<file path="src/rtl/data_buffer_pkg.sv">
// Shared constants and helpers for the data_buffer shift-register FIFO.
package data_buffer_pkg;

    localparam int DATA_W_DEF = 32;
    localparam int DEPTH_DEF  = 1;

    // Fill counter must represent 0..depth inclusive.
    function automatic int cnt_width(input int depth);
        return $clog2(depth + 1);
    endfunction

endpackage

</file>
<file path="src/rtl/data_buffer_stage.sv">
// One storage stage of data_buffer: a DATA_W register that loads d when en is high.
module data_buffer_stage #(
    parameter int DATA_W = 32
) (
    input  logic              clk,
    input  logic              rst,
    input  logic              en,
    input  logic [DATA_W-1:0] d,
    output logic [DATA_W-1:0] q
);

    logic [DATA_W-1:0] data_q;
    logic [DATA_W-1:0] data_d;

    always_comb begin
        data_d = data_q;
        if (en) begin
            data_d = d;
        end
    end

    always_ff @(posedge clk or negedge rst) begin
        if (!rst) begin
            data_q <= '0;
        end else begin
            data_q <= data_d;
        end
    end

    assign q = data_q;

endmodule

</file>
<file path="src/rtl/data_buffer.sv">
// DEPTH-stage shift-register buffer with a saturating fill counter and o_valid pulse.
// Optional o_full status output is enabled with the DATA_BUFFER_STATUS_EN macro.
module data_buffer
    import data_buffer_pkg::*;
#(
    parameter int DATA_W = DATA_W_DEF,
    parameter int DEPTH  = DEPTH_DEF
) (
    input  logic              clk,
    input  logic              rst,
    input  logic [DATA_W-1:0] i_data,
    input  logic              i_valid,
    input  logic              clear,
    output logic [DATA_W-1:0] o_data,
    output logic              o_valid
`ifdef DATA_BUFFER_STATUS_EN
    ,
    output logic              o_full
`endif
);

    if (DEPTH < 1) begin : g_depth_chk
        $fatal(1, "data_buffer: DEPTH must be at least 1");
    end
    if (DATA_W < 1) begin : g_width_chk
        $fatal(1, "data_buffer: DATA_W must be at least 1");
    end

    localparam int               CNT_W   = cnt_width(DEPTH);
    localparam logic [CNT_W-1:0] CNT_MAX = CNT_W'(DEPTH);

    logic              shift_en;
    logic [DATA_W-1:0] stage_q [DEPTH];

    logic [CNT_W-1:0]  cnt_q;
    logic [CNT_W-1:0]  cnt_d;
    logic              o_valid_q;
    logic              o_valid_d;

    // clear takes priority over an incoming word: no shift, word dropped.
    assign shift_en = i_valid & ~clear;

    for (genvar k = 0; k < DEPTH; k++) begin : g_stage
        if (k == 0) begin : g_head
            data_buffer_stage #(.DATA_W(DATA_W)) u_stage (
                .clk (clk),
                .rst (rst),
                .en  (shift_en),
                .d   (i_data),
                .q   (stage_q[k])
            );
        end else begin : g_body
            data_buffer_stage #(.DATA_W(DATA_W)) u_stage (
                .clk (clk),
                .rst (rst),
                .en  (shift_en),
                .d   (stage_q[k-1]),
                .q   (stage_q[k])
            );
        end
    end

    always_comb begin
        cnt_d     = cnt_q;
        o_valid_d = 1'b0;
        if (clear) begin
            cnt_d = '0;
        end else if (i_valid) begin
            if (cnt_q != CNT_MAX) begin
                cnt_d = cnt_q + CNT_W'(1);
            end
            o_valid_d = (cnt_d == CNT_MAX);
        end
    end

    always_ff @(posedge clk or negedge rst) begin
        if (!rst) begin
            cnt_q     <= '0;
            o_valid_q <= 1'b0;
        end else begin
            cnt_q     <= cnt_d;
            o_valid_q <= o_valid_d;
        end
    end

    assign o_data  = stage_q[DEPTH-1];
    assign o_valid = o_valid_q;

`ifdef DATA_BUFFER_STATUS_EN
    logic full_q;
    logic full_d;

    // Tracks the counter value being loaded so o_full matches counter==DEPTH.
    always_comb begin
        full_d = (cnt_d == CNT_MAX);
    end

    always_ff @(posedge clk or negedge rst) begin
        if (!rst) begin
            full_q <= 1'b0;
        end else begin
            full_q <= full_d;
        end
    end

    assign o_full = full_q;
`endif

endmodule

</file>
<file path="config.mk">
export PLATFORM = sky130hd
export DESIGN_NAME = data_buffer
export DESIGN_NICKNAME = d
export VERILOG_FILES = /design/src/rtl/data_buffer_pkg.sv /design/src/rtl/data_buffer_stage.sv /design/src/rtl/data_buffer.sv
export SDC_FILE = /design/constraint.sdc
export NUM_CORES = 1
export LEC_CHECK = 0
export BUFFER_PORTS_ARGS = -buffer_cell sky130_fd_sc_hd__buf_2
export CORE_UTILIZATION = 46
export DETAILED_ROUTE_END_ITERATION = 12
export GPL_ROUTABILITY_DRIVEN = 0
export HOLD_SLACK_MARGIN = 0.02
export PLACE_DENSITY = 0.88
export SKIP_LAST_GASP = 1
export SLEW_MARGIN = 20
export SYNTH_ARGS = -nofsm -noshare
export SYNTH_HDL_FRONTEND = slang
export SYNTH_HIERARCHICAL = 1
export SYNTH_SLANG_ARGS = --single-unit
</file>
<file path="constraint.sdc">
create_clock -name clk -period 1.87 [get_ports clk]
set_input_delay 0.0935 -clock clk [delete_from_list [all_inputs] [get_ports clk]]
set_output_delay 0.0935 -clock clk [all_outputs]
set_load 0.02 [all_outputs]
</file>
Yosys cells after proc, flatten, opt, wreduce, memory -nomap -nowiden
Index checks and enable logic that the tools add are counted.
Storage, ports and cells
  register bits: 34
  output and inout bits: 33
Cells by class
  add/sub/neg operators: 1
  muxes and demuxes: 5
  bitwise gates (word level): 2
  reductions and logical operators: 1
Operators with widths (count)
  $mux 1: 5
  $reduce_bool 2->1: 1
  $add 1x1->1 const B: 1
  $and 1x1->1: 1
  $not 1->1: 1

Logic depth before layout (Yosys ltp)
Gate-level depths: netlist (run 1).
  depth after elaboration: 4
  mapped depth: 4
  gate-level depth less buffers: 2

By module
The synthesis (run 1) kept the hierarchy.
Modules (own cells, without submodules)
  data_buffer_stage: times used 1, cells an instance 68, area an instance 1345.0 um2
  data_buffer: times used 1, cells an instance 2, area an instance 38.8 um2

Worst setup path after synthesis (run 1)
OpenSTA, ideal clock, no wires.
  kind: input to register
  start point: input port i_valid
  end point: register g_stage[0].g_head.u_stage.data_q[0]
  setup time: 125 ps
  arrival: 779 ps
  required time: 1745 ps
  slack: 966 ps
  cell stages on the path: 4
  path through: nor2b_4 -> buf_6 -> buf_12 -> mux2_4
On the way
  longest elaborated chain between the ends: 1
RTL lines
  from (decl): RTL line data_buffer.sv:12  | input logic i_valid,
  $and 1x1->1: RTL line data_buffer.sv:41  | assign shift_en = i_valid & ~clear;
  to (signal assigned): RTL line data_buffer_stage.sv:26  | data_q <= data_d;
  to (decl): RTL line data_buffer_stage.sv:12  | logic [DATA_W-1:0] data_q;
No other way between the ends.
A chain may end at the register's enable or synchronous reset.

Final worst setup path (run 1)
  start point: register g_stage[0].g_head.u_stage.data_q[6]
  end point: output port o_data[6]
RTL lines
  to (decl): RTL line data_buffer.sv:14  | output logic [DATA_W-1:0] o_data,
No word-level cell between the ends.

==> flow_metrics.tcl, run 1 <==
set metrics [dict create \
    outcome "complete, but fails checks" \
    violations "design-rule violations" \
    yosysMostFrequentCell "dfrtp_1" \
    synth_top_family_by_area "multiplexers" \
    max_cap_viol_count 0 \
    hp-class "in2reg" \
    clk_latency_ns 0.31 \
    yosys.area_share.simple 0.00995 \
    drcViolationCount 8 \
    fin_setup_tns_ns 0 \
    ys.flop_type "dfrtp_1" \
    cp.arrival_ns 0.88 \
    cts_sinks 33 \
    coreArea_um2 2810 \
    synthMuxAreaShare 0.342 \
    skew_ns 0 \
    netlist_area_um2 1380 \
    post_drt_via_cell_ratio 4.64 \
    grt_pass1_wl_um 5060 \
    synth_top_area_share 0.597 \
    synth_cells 70 \
    cts_tree "yes" \
    async_reset_ff_frac 1.00 \
    crit_cells 1 \
    syn_avg_cell_area_um2 19.8 \
    hold_violations 0 \
    grt_setup_unrepaired "no" \
    min_period_ns 0.977 \
    power_density_nw_per_um2 848 \
    slowest_stage "dfrtp_1" \
    dieArea_um2 3230 \
    grt_pass1_vias 1050 \
    cts_buffers 5 \
    gr-total-overflow 0 \
    cp_top_family "flip-flops" \
    utilization 0.744 \
    wire_per_inst_um 14.6 \
    n_fill_cell 191 \
    drtPass1Iterations 8 \
    crit_chain "buf_2" \
    synth_compound_area_frac 0 \
    crit_buf_inv 1 \
    clock.fmax_mhz 1020 \
    dieWidth_um 56.9 \
    startpoint_type "flop" \
    die_h_um 56.9 \
    leakage_uw 0.00107 \
    synth_nets 106 \
    antenna_violating_nets_post_route 0 \
    rr_worst_depth 1 \
    ys_seq_area_frac 0.597 \
    drive_above_1_share 0.610 \
    total_power_uw 1770 \
    slew_headroom 0.532 \
    cts_buffer_depth 2 \
    gr-usage-all-layers 0.217 \
    yosys-top-cells-count "dfrtp_1, mux2_4, buf_12" \
    wl_um 3050 \
    finalNetCount 212 \
    synthDistinctLibCells 6 \
    ir_worst_vdd_v 0.000597 \
    clk_pin_slew_ns 0.09 \
    drt_first_iter_violations 36 \
    crit_type "reg2out" \
    start_util 0.493 \
    pin_count 69 \
    synth_edf_count 0 \
    dpl.hpwl_um 1760 \
    finalSetupViolations 0 \
    worst_pin_slew_ns 0.702 \
    vias 965 \
    hold_depth 3 \
    fin_crit_sh 0.523 \
    cts_resized 0 \
    area_delta_synth_final_pct 50.7 \
    grt_max_degree 34 \
    ys_ff_latch 33 \
    antenna_found_initial 0 \
    root_buffer "clkbuf_4" \
    worst_path_largest_cell_delay_ns 0.40 \
    path_max_fanout 2 \
    cp-end-kind "output port" \
    antenna_cells 0 \
    rows 19 \
    yosys.area_share.xor_xnor 0 \
    yosysWarnings 6 \
    drv_slew 0 \
    port_buffers 68 \
    cts_max_level 2 \
    synth.area.top_cells "dfrtp_1, mux2_4, buf_12" \
    worstPathRequired_ns 1.78 \
    synthAdderAreaFrac 0 \
    synth_area_leader_cell "dfrtp_1" \
]
[stage by stage]
stage                     worst slack [ns]  cell area (um^2)  hold slack [ns]  std cells
after global placement               0.753              1710            0.164        167
after global routing                 0.845              2090            0.223        208
after floorplan                      0.966              1380           -0.202         70
after CTS                            0.870              2090            0.197        208
after detailed placement             0.718              1710            0.190        167
final                                0.893              2090            0.223        208
[metal layers]
layer  track usage  vias to the layer above  share of wire
met1         0.238                      465           0.37
li1              -                      455              -
met4        0.0732                        0          0.012
met5             0                        -              0
met2         0.389                       40           0.55
met3        0.0737                        5          0.065
[flip-flops by register name (all words and copies together), names as in the netlist]
| name | flops |
|---|---|
| g_stage.g_head.u_stage/q | 32 |
| o_valid | 1 |
[cell type report]
| type | count | area, um^2 | area share |
|---|---|---|---|
| Sequential cell | 33 | 826 | 0.396 |
| Timing Repair Buffer | 103 | 686 | 0.329 |
| Multi-Input combinational cell | 33 | 487 | 0.233 |
| Clock buffer | 8 | 48.8 | 0.0234 |
| Tap cell | 31 | 38.8 | 0.0186 |
[where the power goes]
group | internal, uW | switching [uW] | total, uW | leakage [uW]
clock network | 150 | 207 | 357 | 0.0000265
logic | 284 | 255 | 539 | 0.000657
registers | 817 | 57.1 | 874 | 0.000388
total | 1250 | 520 | 1770 | 0.00107
[logic make-up (layout without fill, tap and decap cells)]
kind of cell,Yosys count,count (layout)
buffers and inverters,4,111
DFF,33,33
muxes,32,32
and+or+nand+nor,1,1
[path summary, 6_finish.rpt]
path | start | to | slack [ns]
worst max-delay path | g_stage[0].g_head.u_stage/q[6] | o_data[6] | 0.89
min in group asynchronous | rst | g_stage[0].g_head.u_stage/q[25] | 0.38
worst min-delay path | clear | o_valid | 0.22
worst min register to register | g_stage[0].g_head.u_stage/q[29] | g_stage[0].g_head.u_stage/q[29] | 0.51
worst max register to register | g_stage[0].g_head.u_stage/q[6] | g_stage[0].g_head.u_stage/q[6] | 1.08
max in group asynchronous | rst | g_stage[0].g_head.u_stage/q[17] | 1.03
[what timing repair did]
| item | 4_1_cts | 5_1_grt |
|---|---|---|
| buffers inserted | 0 | 0 |
| hold buffers | 33 | 0 |
| endpoints found under the hold margin | 65 | 0 |
[cell usage in the layout, fill, tap and decap left out, drive strengths merged]
cell / instances
buf: 70
mux2: 32
dfrtp: 33
clkbuf: 8
nor2b: 1
dlygate4sd3: 33
No activity file was read; power rests on OpenSTA's default activity.
==> run 2: changes to the inputs <==
ABC_AREA = 1   (was unset)
CORE_UTILIZATION = 44   (was 46)
PLACE_DENSITY = 0.86   (was 0.88)
clock period = 0.9 ns   (was 1.87 ns; I/O delays follow)
==> flow_metrics.tcl, run 2 <==
set metrics [dict create \
    cp.arrival_ns 0.88 \
    pin_count 69 \
    ys_ff_latch 33 \
    finalNetCount 304 \
    worstHoldStart "clear" \
    use_met2 0.529 \
    clk_pin_slew_ns 0.09 \
    rows 19 \
    drive_above_1_share 0.425 \
    drtPass1Iterations 8 \
    min_period_ns 0.925 \
    fin_setup_tns_ns -0.0767 \
    slowest_stage "dfrtp_1" \
    largest_register_ff_count 32 \
    port_buffers 68 \
    dieArea_um2 3240 \
    start_util 0.473 \
    holdWs_ns 0.0564 \
    grt_max_degree 33 \
    startpoint_type "flop" \
    power_density_nw_per_um2 1620 \
    hold_depth 3 \
    die_h_um 56.9 \
    hold_violations 0 \
    crit_type "reg2out" \
    violations "design-rule violations, negative setup slack" \
    grtUsageMet3 0.0726 \
    ir_worst_vdd_v 0.00126 \
    cts_tree "yes" \
    power_switching_uw 1170 \
    clock.fmax_mhz 1080 \
    wire_per_inst_um 13.7 \
    grt_pass1_wl_um 6560 \
    final_area_um2 2440 \
    drt_first_iter_violations 66 \
    post_drt_via_cell_ratio 4.62 \
    cp-end-kind "output port" \
    skew_ns 0 \
    grt_pass1_vias 1454 \
    antenna_cells 0 \
    gr-total-overflow 0 \
    crit_buf_inv 1 \
    vias 1382 \
    rr_worst_depth 4 \
    crit_chain "buf_6" \
    synth_nets 175 \
    seq_power_share 0.456 \
    finalSetupViolations 10 \
    gr-usage-all-layers 0.275 \
    multi_input_area_um2 392 \
    final_common_cell "nand2_1" \
    regArea_um2 826 \
    min_to "o_valid" \
    antenna_found_initial 0 \
    r2r-start "g_stage[0].g_head.u_stage/q[2]" \
    r2r_end "g_stage[0].g_head.u_stage/q[2]" \
    clk_latency_ns 0.31 \
    top_usage_layer "met2" \
    netlist_area_um2 1330 \
    outcome "complete, but fails checks" \
    worst_pin_slew_ns 0.351 \
    cts_buffer_depth 2 \
    max_cap_viol_count 0 \
    p_int_uw 2790 \
    antenna_violating_nets_post_route 0 \
    hp-class "in2reg" \
    yosysWarnings 6 \
    path_max_fanout 2 \
    worstPathRequired_ns 0.85 \
    root_buffer "clkbuf_4" \
    dpl.hpwl_um 1870 \
    synthDistinctLibCells 9 \
    yosys-top-cells-count "nand2_1, dfrtp_1, nand2_2" \
    slew_headroom 0.766 \
    dieWidth_um 56.9 \
    power.clock.fraction 0.202 \
    dpl_cell_area_um2 1660 \
    rrSetupSlack_ns 0.04 \
    async_reset_ff_frac 1.00 \
    cp_top_family "flip-flops" \
    ys.flop_type "dfrtp_1" \
    ys_seq_area_frac 0.622 \
    met1_usage 0.284 \
    comb_power_share 0.342 \
    synth_area_leader_cell "dfrtp_1" \
    wl_um 4100 \
    synth.area.top_cells "dfrtp_1, nand2_1, nand2_2" \
    cts_sinks 33 \
    synth_top_area_share 0.622 \
    worst_path_largest_cell_delay_ns 0.42 \
    yosysMostFrequentCell "nand2_1" \
    drcViolationCount 4 \
    leakage_uw 0.00135 \
    sw_frac_of_total 0.297 \
    fin_crit_sh 1.03 \
    cts_max_level 2 \
    layout_setup_ws_ns -0.0253 \
    grt_setup_unrepaired "yes" \
    cts_buffers 5 \
    drv_slew 0 \
    syn_avg_cell_area_um2 9.55 \
    n_fill_cell 157 \
    final_cell_mix "nand2_1, buf_2, dfrtp_1, dlygate4sd3_1, buf_6" \
    area_delta_synth_final_pct 83.7 \
    coreArea_um2 2810 \
    synth_edf_count 0 \
    synth_cells 139 \
]
[run 2: cell count changes in the layout (fill, tap and decap cells not counted), sizes merged]
cell / before / now
nand2: 0 / 96
mux2: 32 / 0
buf: 70 / 96
inv: 0 / 2
clkbuf: 8 / 7
nor2: 0 / 1
nor2b: 1 / 0
[run 2: timing repair]
item,in CTS,in global routing
gates resized for setup,66,0
setup buffers,16,9
setup endpoints to repair,33,33
hold buffers,33,0
endpoints found under the hold margin,65,0
[run 2: power groups by stage]
stage	combinational (uW)	clock (uW)	sequential [uW]
6_report	1360	800	1800
5_1_grt	1450	913	1820
4_1_cts	1240	839	1800
3_5_place_dp	780	0	1800
3_3_place_gp	763	0	1800
2_1_floorplan	236	0	2020
[run 2: how the worst max path moves through the flow]
stage	slack, ns	to	cells after the start	start
after floorplan	0.22	g_stage[0].g_head.u_stage/q[0]	7	i_valid
after global placement	0.09	g_stage[0].g_head.u_stage/q[15]	6	clear
after detailed placement	0.07	g_stage[0].g_head.u_stage/q[24]	6	clear
after CTS	-0.04	o_data[21]	1	g_stage[0].g_head.u_stage/q[21]
after global routing	-0.07	o_data[21]	1	g_stage[0].g_head.u_stage/q[21]
final	-0.03	o_data[21]	1	g_stage[0].g_head.u_stage/q[21]
[run 2: per-layer routing]
| metal | routed length (um) | part of all wire | vias to the layer above |
|---|---|---|---|
| li1 | - | - | 671 |
| met1 | 1480 | 0.36 | 651 |
| met2 | 2350 | 0.57 | 52 |
| met3 | 183 | 0.045 | 8 |
| met4 | 80 | 0.020 | 0 |
| met5 | 0 | 0 | - |
[run 2: worst min-delay path, cell delays in order]
cell,delay (ns)
buf_2,0.09
nor2_2,0.05
buf_12,0.15
[run 2: layout make-up]
cell class | count | share of cell area
flip-flops and latches | 33 | 0.339
repair buffers | 129 | 0.456
inverters | 2 | 0.00616
clock buffers | 7 | 0.0226
multi-input cells | 97 | 0.161
well taps | 31 | 0.0159
[run 2: cells by family after synthesis]
kind of cell	count (synthesis)	synth area share
buf+inv	9	0.0829
flops	33	0.622
simple gates	97	0.295
[run 2: metrics by stage]
step                      worst slack [ns]  cells  utilization  power (uW)
after global routing               -0.0658    299        0.869        4180
after floorplan                      0.217    139            -        2260
after global placement              0.0853    234        0.591        2560
final                              -0.0253    299        0.869        3960
after detailed placement            0.0652    234        0.591        2580
after CTS                          -0.0432    290        0.845        3880
==> run 3: changes to the inputs <==
BUFFER_PORTS_ARGS = -buffer_cell sky130_fd_sc_hd__clkbuf_2   (was -buffer_cell sky130_fd_sc_hd__buf_2)
==> flow_metrics.tcl, run 3 (same netlist as run 2, synthesis figures left out) <==
set metrics [dict create \
    power.clock.fraction 0.205 \
    clock.fmax_mhz 1050 \
    crit_path_end "o_data[3]" \
    leakage_uw 0.00141 \
    comb_power_share 0.355 \
    slowest_stage "dfrtp_1" \
    largest_register_ff_count 32 \
    root_buffer "clkbuf_4" \
    worst_pin_slew_ns 0.206 \
    finalNetCount 310 \
    worstSetupStartpoint "g_stage[0].g_head.u_stage/q[3]" \
    vias 1442 \
    worst_path_largest_cell_delay_ns 0.41 \
    crit_chain "clkbuf_8" \
    rrSetupSlack_ns -0.01 \
    cts_buffers 5 \
    rr_worst_depth 4 \
    skew_ns 0 \
    min_period_ns 0.948 \
    power_switching_uw 1250 \
    grt_pass1_vias 1393 \
    final_common_cell "nand2_1" \
    gr-usage-all-layers 0.256 \
    pin_count 69 \
    drtPass1Iterations 8 \
    worstPathRequired_ns 0.85 \
    outcome "complete, but fails checks" \
    grt_max_degree 34 \
    violations "design-rule violations, negative setup slack" \
    clk_pin_slew_ns 0.09 \
    drive_above_1_share 0.434 \
    seq_power_share 0.441 \
    wl_um 4360 \
    port_buffers 68 \
    place_ws_ns 0.0764 \
    die_h_um 56.9 \
    sw_frac_of_total 0.305 \
    crit_buf_inv 1 \
    cts_buffer_depth 2 \
    dieWidth_um 56.9 \
    wire_per_inst_um 14.3 \
    antenna_cells 0 \
    clk_latency_ns 0.33 \
    r2r-start "g_stage[0].g_head.u_stage/q[3]" \
    r2r_end "g_stage[0].g_head.u_stage/q[3]" \
    fin_crit_sh 1.05 \
    final_cell_mix "nand2_1, clkbuf_2, dlygate4sd3_1" \
    hp-class "in2reg" \
    path_max_fanout 2 \
    start_util 0.473 \
    crit_cells 1 \
    drt_first_iter_violations 35 \
    startpoint_type "flop" \
    hold_violations 0 \
    rows 19 \
    drv_slew 0 \
    antenna_violating_nets_post_route 0 \
    power_density_nw_per_um2 1620 \
    cts_tree "yes" \
    crit_type "reg2out" \
    dpl.hpwl_um 1890 \
    cp_top_family "flip-flops" \
    coreArea_um2 2810 \
    drcViolationCount 4 \
    antenna_found_initial 0 \
    grt_setup_unrepaired "yes" \
    grt_pass1_wl_um 6000 \
    max_cap_viol_count 0 \
    ir_worst_vdd_v 0.00128 \
    layout_setup_ws_ns -0.0479 \
    post_drt_via_cell_ratio 4.73 \
    p_int_uw 2850 \
    cp-end-kind "output port" \
    cp.arrival_ns 0.90 \
    cts_max_level 2 \
    finalSetupViolations 34 \
    slew_headroom 0.863 \
    total_power_uw 4100 \
    dieArea_um2 3240 \
    gr-total-overflow 0 \
    area_delta_synth_final_pct 90.0 \
    cts_sinks 33 \
]
## run 3: power groups by stage
stage               Sequential, uW  Combinational [uW]  Clock [uW]
floorplan                     2020                 236           0
global placement              1800                 761           0
detailed placement            1810                 781           0
CTS                           1780                1140         840
global route                  1820                1540         921
finish                        1810                1450         840
## run 3: worst min path at each step
stage / start / endpoint / cells past startpoint
after floorplan: rst / g_stage[0].g_head.u_stage/q[0] / 0
after global placement: rst / o_valid / 2
after detailed placement: rst / g_stage[0].g_head.u_stage/q[22] / 2
after CTS: clear / o_valid / 3
after global routing: clear / g_stage[0].g_head.u_stage/q[0] / 5
final: clear / g_stage[0].g_head.u_stage/q[0] / 5
## run 3: final cells by class
type	instances	area, um^2
fillers	127	283
clock buffers	7	55.1
multi-input cells	97	392
repair buffers	135	1200
inverters	2	15.0
flip-flops and latches	33	826
well taps	31	38.8
## run 3: per-stage QoR
stage | utilization | instance area (um^2) | std cells | hold slack, ns | TNS (ns)
final | 0.899 | 2520 | 305 | 0.119 | -0.912
after global routing | 0.899 | 2520 | 305 | 0.118 | -2.09
after CTS | 0.813 | 2280 | 289 | 0.0267 | -1.05
after detailed placement | 0.591 | 1660 | 234 | 0.0174 | 0
after global placement | 0.591 | 1660 | 234 | 0.0152 | 0
after floorplan | - | 1330 | 139 | -0.251 | 0
## run 3: routing by layer
layer	GRT usage	wire (um)	vias to the layer above	share of wire
li1	-	-	680	-
met1	0.273	1580	670	0.36
met2	0.445	2310	68	0.53
met3	0.0771	288	24	0.066
met4	0.153	186	0	0.043
met5	0	0	-	0
## run 3: timing repair
| action | 4_1_cts | 5_1_grt |
|---|---|---|
| pin swaps | 0 | 0 |
| setup endpoints to repair | 33 | 33 |
| hold endpoints to repair | 65 | 1 |
| hold buffers | 33 | 1 |
| setup buffers | 15 | 15 |
| resized for setup | 28 | 58 |
